===== src/rtl/cpu_controller.sv =====
// Eight-phase instruction sequencer for the 8-bit teaching CPU.
// Control strobes are a combinational decode of the registered phase, the opcode and zero.
package typedefs;
    typedef enum logic [2:0] {HLT, SKZ, ADD, AND, XOR, LDA, STO, JMP} opcode_t;
endpackage

module cpu_controller
    import typedefs::*;
(
    input  logic       clk,
    input  logic       rst,
    input  opcode_t    opcode,
    input  logic       zero,
    output logic [2:0] phase,
    output logic       mem_rd,
    output logic       load_ir,
    output logic       halt,
    output logic       inc_pc,
    output logic       load_ac,
    output logic       load_pc,
    output logic       mem_wr
);
    typedef enum logic [2:0] {
        INST_ADDR, INST_FETCH, INST_LOAD, IDLE, OP_ADDR, OP_FETCH, ALU_OP, STORE
    } phase_t;

    phase_t phase_q, phase_d;
    logic   halted_q, halted_d;
    logic   aluop;

    always_ff @(posedge clk or posedge rst) begin
        if (rst) begin
            phase_q  <= INST_ADDR;
            halted_q <= 1'b0;
        end else begin
            phase_q  <= phase_d;
            halted_q <= halted_d;
        end
    end

    // HLT parks the sequencer in OP_ADDR; only reset releases it.
    always_comb begin
        phase_d  = phase_q;
        halted_d = halted_q;
        if (!halted_q) begin
            if (phase_q == OP_ADDR && opcode == HLT) halted_d = 1'b1;
            else                                     phase_d  = phase_t'(phase_q + 3'd1);
        end
    end

    assign aluop = (opcode == ADD) || (opcode == AND) || (opcode == XOR) || (opcode == LDA);
    assign phase = phase_q;

    always_comb begin
        mem_rd  = 1'b0;
        load_ir = 1'b0;
        halt    = 1'b0;
        inc_pc  = 1'b0;
        load_ac = 1'b0;
        load_pc = 1'b0;
        mem_wr  = 1'b0;
        if (halted_q) begin
            halt = 1'b1;
        end else begin
            case (phase_q)
                INST_ADDR:  ;
                INST_FETCH: mem_rd = 1'b1;
                INST_LOAD, IDLE: begin
                    mem_rd  = 1'b1;
                    load_ir = 1'b1;
                end
                OP_ADDR: begin
                    inc_pc = 1'b1;
                    halt   = (opcode == HLT);
                end
                OP_FETCH: mem_rd = aluop;
                ALU_OP: begin
                    mem_rd  = aluop;
                    load_ac = aluop;
                    inc_pc  = (opcode == SKZ) && zero;
                    load_pc = (opcode == JMP);
                end
                STORE: begin
                    mem_rd  = aluop;
                    load_ac = aluop;
                    inc_pc  = (opcode == JMP);
                    load_pc = (opcode == JMP);
                    mem_wr  = (opcode == STO);
                end
                default: ;
            endcase
        end
    end

    a_phase_step: assert property (@(posedge clk) disable iff (rst)
        (!halted_q && !(phase_q == OP_ADDR && opcode == HLT))
        |=> (phase_q == phase_t'($past(phase_q) + 3'd1)));

    a_wr_only_sto: assert property (@(posedge clk) disable iff (rst)
        mem_wr |-> (opcode == STO && phase_q == STORE));

    a_rd_wr_excl: assert property (@(posedge clk) disable iff (rst)
        !(mem_rd && mem_wr));
endmodule


===== config.mk =====
export PLATFORM = sky130hd
export DESIGN_NAME = cpu_controller
export DESIGN_NICKNAME = d
export VERILOG_FILES = /design/src/rtl/cpu_controller.sv
export SDC_FILE = /design/constraint.sdc
export NUM_CORES = 1
export LEC_CHECK = 0
export CAP_MARGIN = 10
export CORE_AREA = 2 2 39 41
export CTS_CLUSTER_DIAMETER = 80
export DETAILED_ROUTE_END_ITERATION = 6
export DIE_AREA = 0 0 41 43
export PLACE_DENSITY_LB_ADDON = 0.3
export SLEW_MARGIN = 20
export SYNTH_ARGS = -nofsm -noshare
export SYNTH_HDL_FRONTEND = slang
export SYNTH_SLANG_ARGS = --single-unit

===== constraint.sdc =====
create_clock -name clk -period 2 [get_ports clk]
set_clock_uncertainty 0.2 [all_clocks]
set_input_delay 0.5 -clock clk [delete_from_list [all_inputs] [get_ports clk]]
set_output_delay 0.5 -clock clk [all_outputs]
set_load 0.005 [all_outputs]

Word-level counts from Yosys, hierarchy flattened --
Index checks and enable logic that the tools add are counted.
Storage, ports and cells: bits in registers 4, bits of input ports 6, word-level logic and storage cells 46
Cells by class: bitwise gates (word level) 2, reduce and logical (&&, ||, !) cells 11, equality and inequality tests 14, multiplexer cells 16, add/sub/neg operators 1
Operator list (number):
- == test 3 bit, second input constant | 8
- two-way mux 1 bit | 14
- == test 3 x 2 -> 1 bit, second input constant | 4
- == test 3 x 1 -> 1 bit, second input constant | 2
- OR reduction 3 bit | 2
- OR reduction 2 bit | 2
- adder 3 x 1 -> 3 bit, second input constant | 1
- zero test 3 bit | 1
- logical OR 1 bit | 3
- case mux 1 bit (3 select lines) | 1
- logical AND 1 bit | 2
- inverter 1 bit | 2
- case mux 1 bit (2 select lines) | 1
- AND reduction 2 bit | 1

Depth between registers and ports, before layout --
Gate-level depths: netlist of run 1.
depth after elaboration 6, depth in mapped cells 5, depth with buffers taken out 5

Least setup slack after synthesis of run 1 --
OpenSTA, ideal clock, no wires.
kind reg-to-output, from register phase_q[0], in the netlist phase[0], to output inc_pc, cell stages (with the launch flop) 6, setup slack 112 ps, path buffers 0, data required time 1300 ps, data arrival time 1188 ps, cells stage by stage dfrtp_1 > inv_1 > ha_1 > and4bb_2 > nand3_1 > a31oi_1
Between the ends: word-level cells in the longest chain between the ends 3, elaborated cells between the ends (all ways) 5, classes of those cells eq/ne (3); mux (2)
Ends and longest elaborated chain:
- start, declared | line 27 | phase_t phase_q, phase_d;
- start signal, assigned | line 36 | phase_q <= phase_d;
- == test 3 bit | line 65 | case (phase_q)
- case mux 1 bit (3 select lines) (*) | line 65
- two-way mux 1 bit (*) | line 62 | if (halted_q) begin
- end, declared | line 18 | output logic inc_pc,
Mark *: on every way between the ends. The rest lies on a longest branch, timed or not.

Worst setup path in the final report of run 1 --
from register phase_q[0], in the netlist phase[0], to output halt
Between the ends: word-level cells in the longest chain between the ends 3
Ends and longest elaborated chain:
- == test 3 bit | line 65
- two-way mux 1 bit | line 65
- two-way mux 1 bit | line 62
- end, declared | line 17 | output logic halt,
Every way passes these cells.

==> results.md, run 1 <==
- Worst hold-check path type: in2async
- Syn Area/Cell: 9.040 µm²
- Setup_tns: -779.9 ps
- Crit path arrival time: 1520 ps
- Die width: 41 µm
- DRC errors left: 0
- Slew HR: 79.93%
- Startpoint types: flip-flop
- First-pass GRT wire length: 1.752 mm
- DR iter-0 viols: 3
- GRT overflow: 0
- Total track usage: 14.90%
- CTS max path bufs: 2
- Leak: 0.3428 nW
- R2R depth: 7
- Worst r2r src: phase[0]
- H-tree lvl count: 1
- Worst setup path class: reg2out
- Vias in the first global route: 450
- Antenna diode count: 0
- Worst Path Max Fanout: 4
- Status: finished with violations
- Final-stage net count: 90
- Critical Path Start: phase[0]
- Router iterations before antenna repair: 2
- Initial core utilization: 26.13%
- Share of cells above drive strength 1: 68.42%
- TritonCTS clock tree: built
- Worst setup margin: -220.6 ps
- Seq. cell area: 102.6 µm²
- Routed wire length: 1.128 mm
- # placed instances: 82
- Psw: 0.4485 mW
- Multi-input combinational cell area: 344.1 µm²
- Via count: 432
- Final period util: 111.0%
- # IOs: 16
- Site row count: 14
- Final Max Tran Viols: 0
- Gpl congestion: 0.7061
- Max layer used: met3
- Sw frac: 39.33%
- Post-Syn Nets: 52
- Largest net degree at the start of global routing: 10
- Max-Cap Viols: 0
- Clock sinks: 4
- Mapped Area: 361.6 µm²
- Reg2Reg Setup Slack: 110 ps
- Antenna violations before repair: 0
- Fill cells: 124
- Detailed placer's ending HPWL: 672.1 µm
- Synth cell types: 19
- Die ar.: 0.001763 mm²
- Final setup vio count: 7
- Final antenna-violating net count: 0
- Worst-Margin Slew: 301.1 ps
- Root Driver: clkbuf_4
- Power consumption: 1.140 mW
- Met3 WL post-DR: 47 µm
- Failing checks: setup timing
- Max frequency: 0.4503 GHz
- Combinational cell fraction of total power: 71.9%
- Share of the yosys chip area belonging to registers: 27.68%
- Mapped Cells: 40
- RSZ-0062 raised after global routing: true
- Critical path required time: 1300 ps
- Num CTS Buffers: 3
- Ys Warns: 0
- DP Worst Slack: -896.6 ps
- Metal2 WL: 621 µm
- Vias/cell: 4.696
- Final min period: 2221 ps
- DR WL/cell: 12.26 µm
- Reg power frac: 19.2%
- Pint: 0.6919 mW
- Final non-filler cell total: 92
- R2R Path End: phase[1]
- Core Area: 0.001384 mm²
- Clk_lat worst skew: 240 ps
- Clock power frac: 8.9%
- Reg clk slew, reported paths: 40 ps
- Yosys reg bits: 4
- M1 wire length: 459 µm
- PwrDens: 1477 mW/mm²
- Die H: 43 µm
- Final Hold Fails: 0
- Worst IR Drop VDD: 0.001019 V
- # port buffers: 15
- Synthesis-to-finish area growth: 113.5%
- Crit path capture type: output pin
-- cells in the mapped netlist --
cell | instances | area share [%]
nand4_1 | 1 | 1.7
nand3_1 | 3 | 4.2
o21ai_0 | 2 | 2.8
mux2_4 | 1 | 4.2
nor3_1 | 4 | 5.5
nand2_1 | 1 | 1.0
a221oi_1 | 1 | 2.4
buf_2 | 1 | 1.4
ha_1 | 6 | 21
inv_1 | 5 | 5.2
and4bb_2 | 1 | 3.5
a21oi_2 | 1 | 2.4
nand2b_1 | 1 | 1.7
a31oi_1 | 1 | 1.7
dfrtp_1 | 4 | 28
a21oi_1 | 2 | 2.8
xnor2_1 | 2 | 4.8
nor4b_2 | 1 | 4.2
nor2_1 | 2 | 2.1
-- metal layers --
layer	vias to the layer above	global-route usage (%)
met5	-	0
met4	0	2.000
met3	0	7.853
met2	8	25.31
met1	211	15.91
li1	213	-
-- registers in the layout, summed over array words and instances, names as in the netlist --
name,flops
halted_q,1
phase,3
-- worst max-delay path by stage --
stage	depth (start not counted)	slack (ps)	end
2_1_floorplan	5	110	inc_pc
3_3_place_gp	5	-850	mem_rd
3_5_place_dp	5	-900	mem_rd
4_1_cts	7	-230	halt
5_1_grt	7	-320	halt
6_report	7	-220	halt
-- cell usage in the layout, fill, tap and decap left out, types with 3 or more instances in the layout --
cell | Yosys | final
clkbuf_4 | 0 | 3
a21oi_2 | 1 | 3
buf_2 | 1 | 7
nor3_1 | 4 | 3
dlygate4sd2_1 | 0 | 3
ha_4 | 0 | 6
buf_4 | 0 | 18
buf_6 | 0 | 3
-- metrics by stage --
stage          util [%]  area [µm²]  hold slack, ps
3_3_place_gp      44.57       616.8           469.2
5_1_grt           55.79       772.0           264.8
4_1_cts           54.16       749.5           234.2
3_5_place_dp      44.57       616.8           468.6
6_report          55.79       772.0           240.8
2_1_floorplan         -       361.6           66.08
-- power by group through the flow --
stage | logic (mW) | registers [mW] | clock network, mW
2_1_floorplan | 0.271 | 0.171 | 0
3_3_place_gp | 0.590 | 0.187 | 0
3_5_place_dp | 0.591 | 0.186 | 0
4_1_cts | 0.778 | 0.212 | 0.106
5_1_grt | 0.894 | 0.229 | 0.117
6_report | 0.820 | 0.219 | 0.101
-- critical path, cell delays in order (launching register included) --
cell     delay [ps]
dfrtp_2         440
inv_4           100
ha_4            130
nor4b_4         230
a21oi_2         100
buf_4           150
inv_2            50
buf_6            80
-- what timing repair did --
action | 4_1_cts | 5_1_grt
resized for setup | 61 | 5
setup endpoints to repair | 8 | 9
buffers inserted | 11 | 1
pin swaps | 12 | 3
hold buffers | 0 | 0
endpoints found under the hold margin | 0 | 0
-- cell type report --
class                           instances  area share (%)
Clock buffer                            3           2.917
Tap cell                               16           2.593
Timing Repair Buffer                   34           33.87
Inverter                                5           2.755
Sequential cell                         4           13.29
Multi-Input combinational cell         30           44.57
-- cells by family after synthesis --
kind of cell | synth area share (%)
compound gates | 12.11
xor+xnor | 4.845
fa+ha+maj | 20.76
buf+inv | 6.574
flops | 27.68
mux | 4.151
simple gates | 23.87
(Power assumes the default switching activity.)
==> run 2: changes to the inputs <==
SETUP_SLACK_MARGIN = 0.02   (was unset)
==> run 2 against run 1 <==
  * The flow still finishes with violations (setup timing)
  * First-iteration DRC count unchanged
  * Non-clock buffer count unchanged
  * Routed wire length decreased by 2.8%
  * Final area unchanged
  * Clock-buffer cell count unchanged
  * Flip-flop and latch count unchanged
  * Combinational power decreased by 0.6%
  * Power decreased by 0.54%
  * Utilization unchanged
  * Cell count unchanged
  * Sequential power about the same
  * Largest cell class unchanged
  * Largest power group unchanged
  * Highest routed layer unchanged
==> results.md, run 2 (synthesis gave the netlist of run 1 again) <==
- Crit path capture type: output pin (unchanged)
- Final setup vio count: 7 (unchanged)
- PwrDens: 1469 mW/mm² (was 1477 mW/mm²)
- Max frequency: 0.4535 GHz (was 0.4503 GHz)
- Reg clk slew, reported paths: 40 ps (about the same)
- Startpoint types: flip-flop (unchanged)
- Clk_lat worst skew: 240 ps (about the same)
- CP Buf/Inv Count: 4 (unchanged)
- Final Max Tran Viols: 0 (unchanged)
- Vias/cell: 4.663 (was 4.696)
- Most frequent cells in the layout: buf_4, buf_2, ha_4 (unchanged)
- Max reg flops: 3 (unchanged)
- # port buffers: 15 (unchanged)
- CTS max path bufs: 2 (unchanged)
- Total track usage: 14.60% (was 14.90%)
- Router iterations before antenna repair: 3 (was 2)
- Site row count: 14 (unchanged)
- GRT overflow: 0 (unchanged)
- Failing checks: setup timing (unchanged)
- Slew HR: 79.36% (was 79.93%)
- Final min period: 2205 ps (was 2221 ps)
- Final-stage net count: 90 (unchanged)
- Status: finished with violations (unchanged)
- Worst Path Max Fanout: 4 (unchanged)
- Largest stage delay, worst path: 440 ps (about the same)
- Routed wire length: 1.096 mm (was 1.128 mm)
- Worst IR Drop VDD: 0.0009841 V (was 0.001019 V)
- DR WL/cell: 11.91 µm (was 12.26 µm)
- DR iter-0 viols: 3 (unchanged)
- Worst setup path class: reg2out (unchanged)
- Share of cells above drive strength 1: 68.42% (unchanged)
- Synthesis-to-finish area growth: 113.5% (unchanged)
- Die width: 41 µm (unchanged)
- RSZ-0062 raised after global routing: true (unchanged)
- Critical path required time: 1300 ps (about the same)
- Largest net degree at the start of global routing: 10 (unchanged)
- TritonCTS clock tree: built (unchanged)
- Num CTS Buffers: 3 (unchanged)
- Worst hold-check path type: in2async (unchanged)
- Hold Buf Count CTS: 0 (unchanged)
- Vias in the first global route: 446 (was 450)
- Commonest non-fill, non-tap cell in the layout: buf_4 (unchanged)
- Worst-Margin Slew: 309.5 ps (was 301.1 ps)
- Final Hold Fails: 0 (unchanged)
- Initial core utilization: 26.13% (unchanged)
- Root Driver: clkbuf_4 (unchanged)
- Core Area: 0.001384 mm² (unchanged)
- Die ar.: 0.001763 mm² (unchanged)
- Final antenna-violating net count: 0 (unchanged)
- Worst r2r src: phase[0] (unchanged)
- H-tree lvl count: 1 (unchanged)
- Antenna violations before repair: 0 (unchanged)
- Clock sinks: 4 (unchanged)
- Power consumption: 1.134 mW (was 1.140 mW)
- Reg2Reg Setup Slack: 130 ps (was 110 ps)
- Final period util: 110.3% (was 111.0%)
- Gpl congestion: 0.7061 (unchanged)
- Detailed placer's ending HPWL: 672.1 µm (unchanged)
- Hold_ws: 242.8 ps (was 240.8 ps)
- Antenna diode count: 0 (unchanged)
- CP Cell Sequence: inv_4 > ha_4 > nor4b_4 > a21oi_2 > buf_4 > inv_2 > buf_6 (unchanged)
- R2R depth: 7 (unchanged)
- Die H: 43 µm (unchanged)
- Critical path's slowest cell: dfrtp_2 (unchanged)
- R2R Path End: phase[1] (unchanged)
- DRC errors left: 0 (unchanged)
- # IOs: 16 (unchanged)
- First-pass GRT wire length: 1.718 mm (was 1.752 mm)
- CP delay by family, top: flip-flops (unchanged)
- Worst setup margin: -205.3 ps (was -220.6 ps)
- Via count: 429 (was 432)
- Leak: 0.3428 nW (unchanged)
- Crit path arrival time: 1510 ps (was 1520 ps)
- Max-Cap Viols: 0 (unchanged)
[run 2: cell counts in the layout (fill, tap and decap cells not counted)]
No cell type changed its count.
[run 2: worst register-to-register path, stage by stage, from the launching register on]
cell and delay [ps]:
dfrtp_2 440, inv_4 100, ha_4 130, nor4b_4 220, a21oi_2 100, buf_4 140
buf_4 130, mux2_4 290
[run 2: how the worst max path moves through the flow]
stage	start	end	slack, ps	cells after the start
after floorplan	phase[0]	inc_pc	110	5
after global placement	opcode[1]	mem_rd	-850	5
after detailed placement	opcode[1]	mem_rd	-900	5
after CTS	phase[0]	halt	-230	7
after global routing	phase[0]	halt	-310	7
final	phase[0]	halt	-210	7
[run 2: final cells by class]
cell class                 count  area (µm²)
fill                         124       611.8
timing repair buffer          34       261.5
tap                           16       20.02
multi-input combinational     30       344.1
inverter                       5       21.27
sequential                     4       102.6
clock buffer                   3       22.52
[run 2: power breakdown]
part	internal, mW	switching [mW]	total [mW]
registers	0.130	0.0887	0.219
clock network	0.0671	0.0333	0.100
logic	0.494	0.321	0.815
total	0.691	0.443	1.13
[run 2: what timing repair did]
item | 4_1_cts | 5_1_grt
pin swaps | 12 | 3
cloned | 0 | 0
endpoints found under the setup margin | 8 | 9
buffers inserted | 11 | 2
gates resized for setup | 61 | 5
[run 2: through the flow]
step | cell area (µm²) | instances | utilization [%] | worst slack [ps] | setup TNS (ps)
2_1_floorplan | 361.6 | 40 | - | 112.0 | 0
3_3_place_gp | 616.8 | 82 | 44.57 | -854.6 | -5023
4_1_cts | 742.0 | 91 | 53.62 | -225.7 | -943.9
5_1_grt | 772.0 | 92 | 55.79 | -305.9 | -1365
6_report | 772.0 | 92 | 55.79 | -205.3 | -771.1
3_5_place_dp | 616.8 | 82 | 44.57 | -896.6 | -5045
[run 2: per-layer routing]
layer	wire length, µm	GRT usage [%]
met3	47	7.853
met1	420	15.58
met5	0	0
met2	628	24.69
met4	0	2.000
==> run 3: changes to the inputs <==
CELL_PAD_IN_SITES_DETAIL_PLACEMENT = 1   (was unset)
CELL_PAD_IN_SITES_GLOBAL_PLACEMENT = 2   (was unset)
CORE_AREA = unset   (was 2 2 39 41)
CORE_MARGIN = 2   (was unset)
CORE_UTILIZATION = 21   (was unset)
DIE_AREA = unset   (was 0 0 41 43)
==> run 3 against run 2 <==
  * The run still ends with setup timing left
  * Combinational power up 11%
  * Register-to-register slack better by 40 ps
  * Utilization down 5.0 points
==> results.md, run 3 (synthesis gave the netlist of run 1 again) <==
- Status: finished with violations (unchanged)
- Failing checks: setup timing (unchanged)
- R2R Path End: phase[1] (unchanged)
- Core Area: 0.001559 mm² (was 0.001384 mm²)
- Critical path's slowest cell: dfrtp_2 (unchanged)
- Share of cells above drive strength 1: 65.38% (was 68.42%)
- Gpl congestion: 0.6451 (was 0.7061)
- CP Cell Sequence: ha_4 > ha_2 > nor3_2 > a221oi_1 > buf_2 (was inv_4 > ha_4 > nor4b_4 > a21oi_2 > buf_4 > inv_2 > buf_6)
- Die ar.: 0.002070 mm² (was 0.001763 mm²)
- # port buffers: 15 (unchanged)
- Crit path arrival time: 1560 ps (was 1510 ps)
- Final non-filler cell total: 94 (was 92)
- Startpoint types: flip-flop (unchanged)
- CP Buf/Inv Count: 1 (was 4)
- Final Hold Fails: 0 (unchanged)
- Die H: 45.50 µm (was 43 µm)
- Worst IR Drop VDD: 0.0008832 V (was 0.0009841 V)
- Max reg flops: 3 (unchanged)
- Worst setup path class: reg2out (unchanged)
- Slew HR: 78.40% (was 79.36%)
- Via count: 447 (was 429)
- Initial core utilization: 23.19% (was 26.13%)
- Worst-Margin Slew: 324.1 ps (was 309.5 ps)
- Final setup vio count: 7 (unchanged)
- Routed wire length: 1.407 mm (was 1.096 mm)
- # IOs: 16 (unchanged)
- Max frequency: 0.4420 GHz (was 0.4535 GHz)
- DRC errors left: 0 (unchanged)
- Antenna diode count: 0 (unchanged)
- Synthesis-to-finish area growth: 119.0% (was 113.5%)
- # placed instances: 83 (was 82)
- Largest net degree at the start of global routing: 10 (unchanged)
- Num CTS Buffers: 3 (unchanged)
- Power consumption: 1.218 mW (was 1.134 mW)
- Post-route cell area: 792.0 µm² (was 772.0 µm²)
- Crit path capture type: output pin (unchanged)
- PwrDens: 1538 mW/mm² (was 1469 mW/mm²)
- DR WL/cell: 14.97 µm (was 11.91 µm)
- Reg2Reg Setup Slack: 170 ps (was 130 ps)
- Fin util: 50.80% (was 55.79%)
- Clock sinks: 4 (unchanged)
- Placed cell area: 624.3 µm² (was 616.8 µm²)
- Clk_lat worst skew: 240 ps (about the same)
- Die width: 45.50 µm (was 41 µm)
- Worst Path Max Fanout: 4 (unchanged)
- Root Driver: clkbuf_4 (unchanged)
- First-pass GRT wire length: 1.994 mm (was 1.718 mm)
- Max-Cap Viols: 0 (unchanged)
- Worst hold-check path type: in2async (unchanged)
- Most frequent cells in the layout: buf_4, buf_2, ha_4 (unchanged)
- RSZ-0062 raised after global routing: true (unchanged)
- Leak: 0.3704 nW (was 0.3428 nW)
- Router iterations before antenna repair: 2 (was 3)
- TritonCTS clock tree: built (unchanged)
- Commonest non-fill, non-tap cell in the layout: buf_4 (unchanged)
- Vias/cell: 4.755 (was 4.663)
- CTS max path bufs: 2 (unchanged)
- Total track usage: 14.25% (was 14.60%)
- R2R depth: 7 (unchanged)
- Final antenna-violating net count: 0 (unchanged)
- Worst setup margin: -262.2 ps (was -205.3 ps)
- Site row count: 14 (unchanged)
- GRT overflow: 0 (unchanged)
- Detailed placer's ending HPWL: 851 µm (was 672.1 µm)
- DR iter-0 viols: 4 (was 3)
- Largest stage delay, worst path: 420 ps (was 440 ps)
- Final-stage net count: 92 (was 90)
- Final Max Tran Viols: 0 (unchanged)
- Worst r2r src: phase[0] (unchanged)
- Fill cells: 191 (was 124)
- Reg clk slew, reported paths: 40 ps (about the same)
- Antenna violations before repair: 0 (unchanged)
- Final min period: 2262 ps (was 2205 ps)
- Final period util: 113.1% (was 110.3%)
- CP delay by family, top: flip-flops (unchanged)
- H-tree lvl count: 1 (unchanged)
- Vias in the first global route: 452 (was 446)
- Critical path required time: 1300 ps (about the same)
-- run 3: worst max path at each step --
| stage | startpoint | endpoint | slack, ps | cells past startpoint |
|---|---|---|---|---|
| finish | phase[0] | mem_rd | -260 | 5 |
| CTS | phase[0] | mem_rd | -240 | 5 |
| global placement | opcode[1] | mem_rd | -880 | 5 |
| detailed placement | opcode[1] | mem_rd | -880 | 5 |
| global route | phase[1] | mem_rd | -330 | 7 |
| floorplan | phase[0] | inc_pc | 110 | 5 |
-- run 3: cell type report --
| cell class | instances | area, µm² | area share [%] |
|---|---|---|---|
| clock buffer | 3 | 22.52 | 2.844 |
| multi-input combinational | 30 | 336.6 | 42.50 |
| sequential | 4 | 103.9 | 13.11 |
| inverter | 5 | 23.77 | 3.002 |
| tap | 16 | 20.02 | 2.528 |
| timing repair buffer | 36 | 285.3 | 36.02 |
-- run 3: routing by layer --
layer  track usage (%)  routed length [µm]  vias up  share of wire [%]
li1                  -                   -      218                  -
met1             16.11                 565      216                 40
met2             23.66                 774        9                 55
met3             1.190                  33        4                2.3
met4             12.35                  34        0                2.4
met5                 0                   0        -                  0
-- run 3: worst reg2reg max path, cell delays in order, from the launching register on --
cell     delay [ps]
dfrtp_2         450
inv_4            90
buf_6           100
ha_4            130
nor4b_4         220
a21oi_2          90
buf_4           150
mux2_4          290
-- run 3: power breakdown --
| part | switching (mW) | internal (mW) |
|---|---|---|
| sequential | 0.0757 | 0.132 |
| clock | 0.0371 | 0.0674 |
| combinational | 0.371 | 0.535 |
-- run 3: timing repair --
| action | CTS | global route |
|---|---|---|
| setup buffers | 7 | 2 |
| endpoints found under the setup margin | 8 | 10 |
| gates resized for setup | 43 | 20 |
| hold buffers | 0 | 0 |
| pin swaps | 7 | 3 |
-- run 3: through the flow --
stage / setup slack (ps) / hold slack (ps) / TNS, ps
after CTS: -237.7 / 238.6 / -1430
after detailed placement: -875.3 / 486.3 / -5030
final: -262.2 / 250.2 / -1064
after global placement: -875.5 / 457.8 / -5028
after global routing: -325.1 / 274.7 / -1461
after floorplan: 112.0 / 66.08 / 0
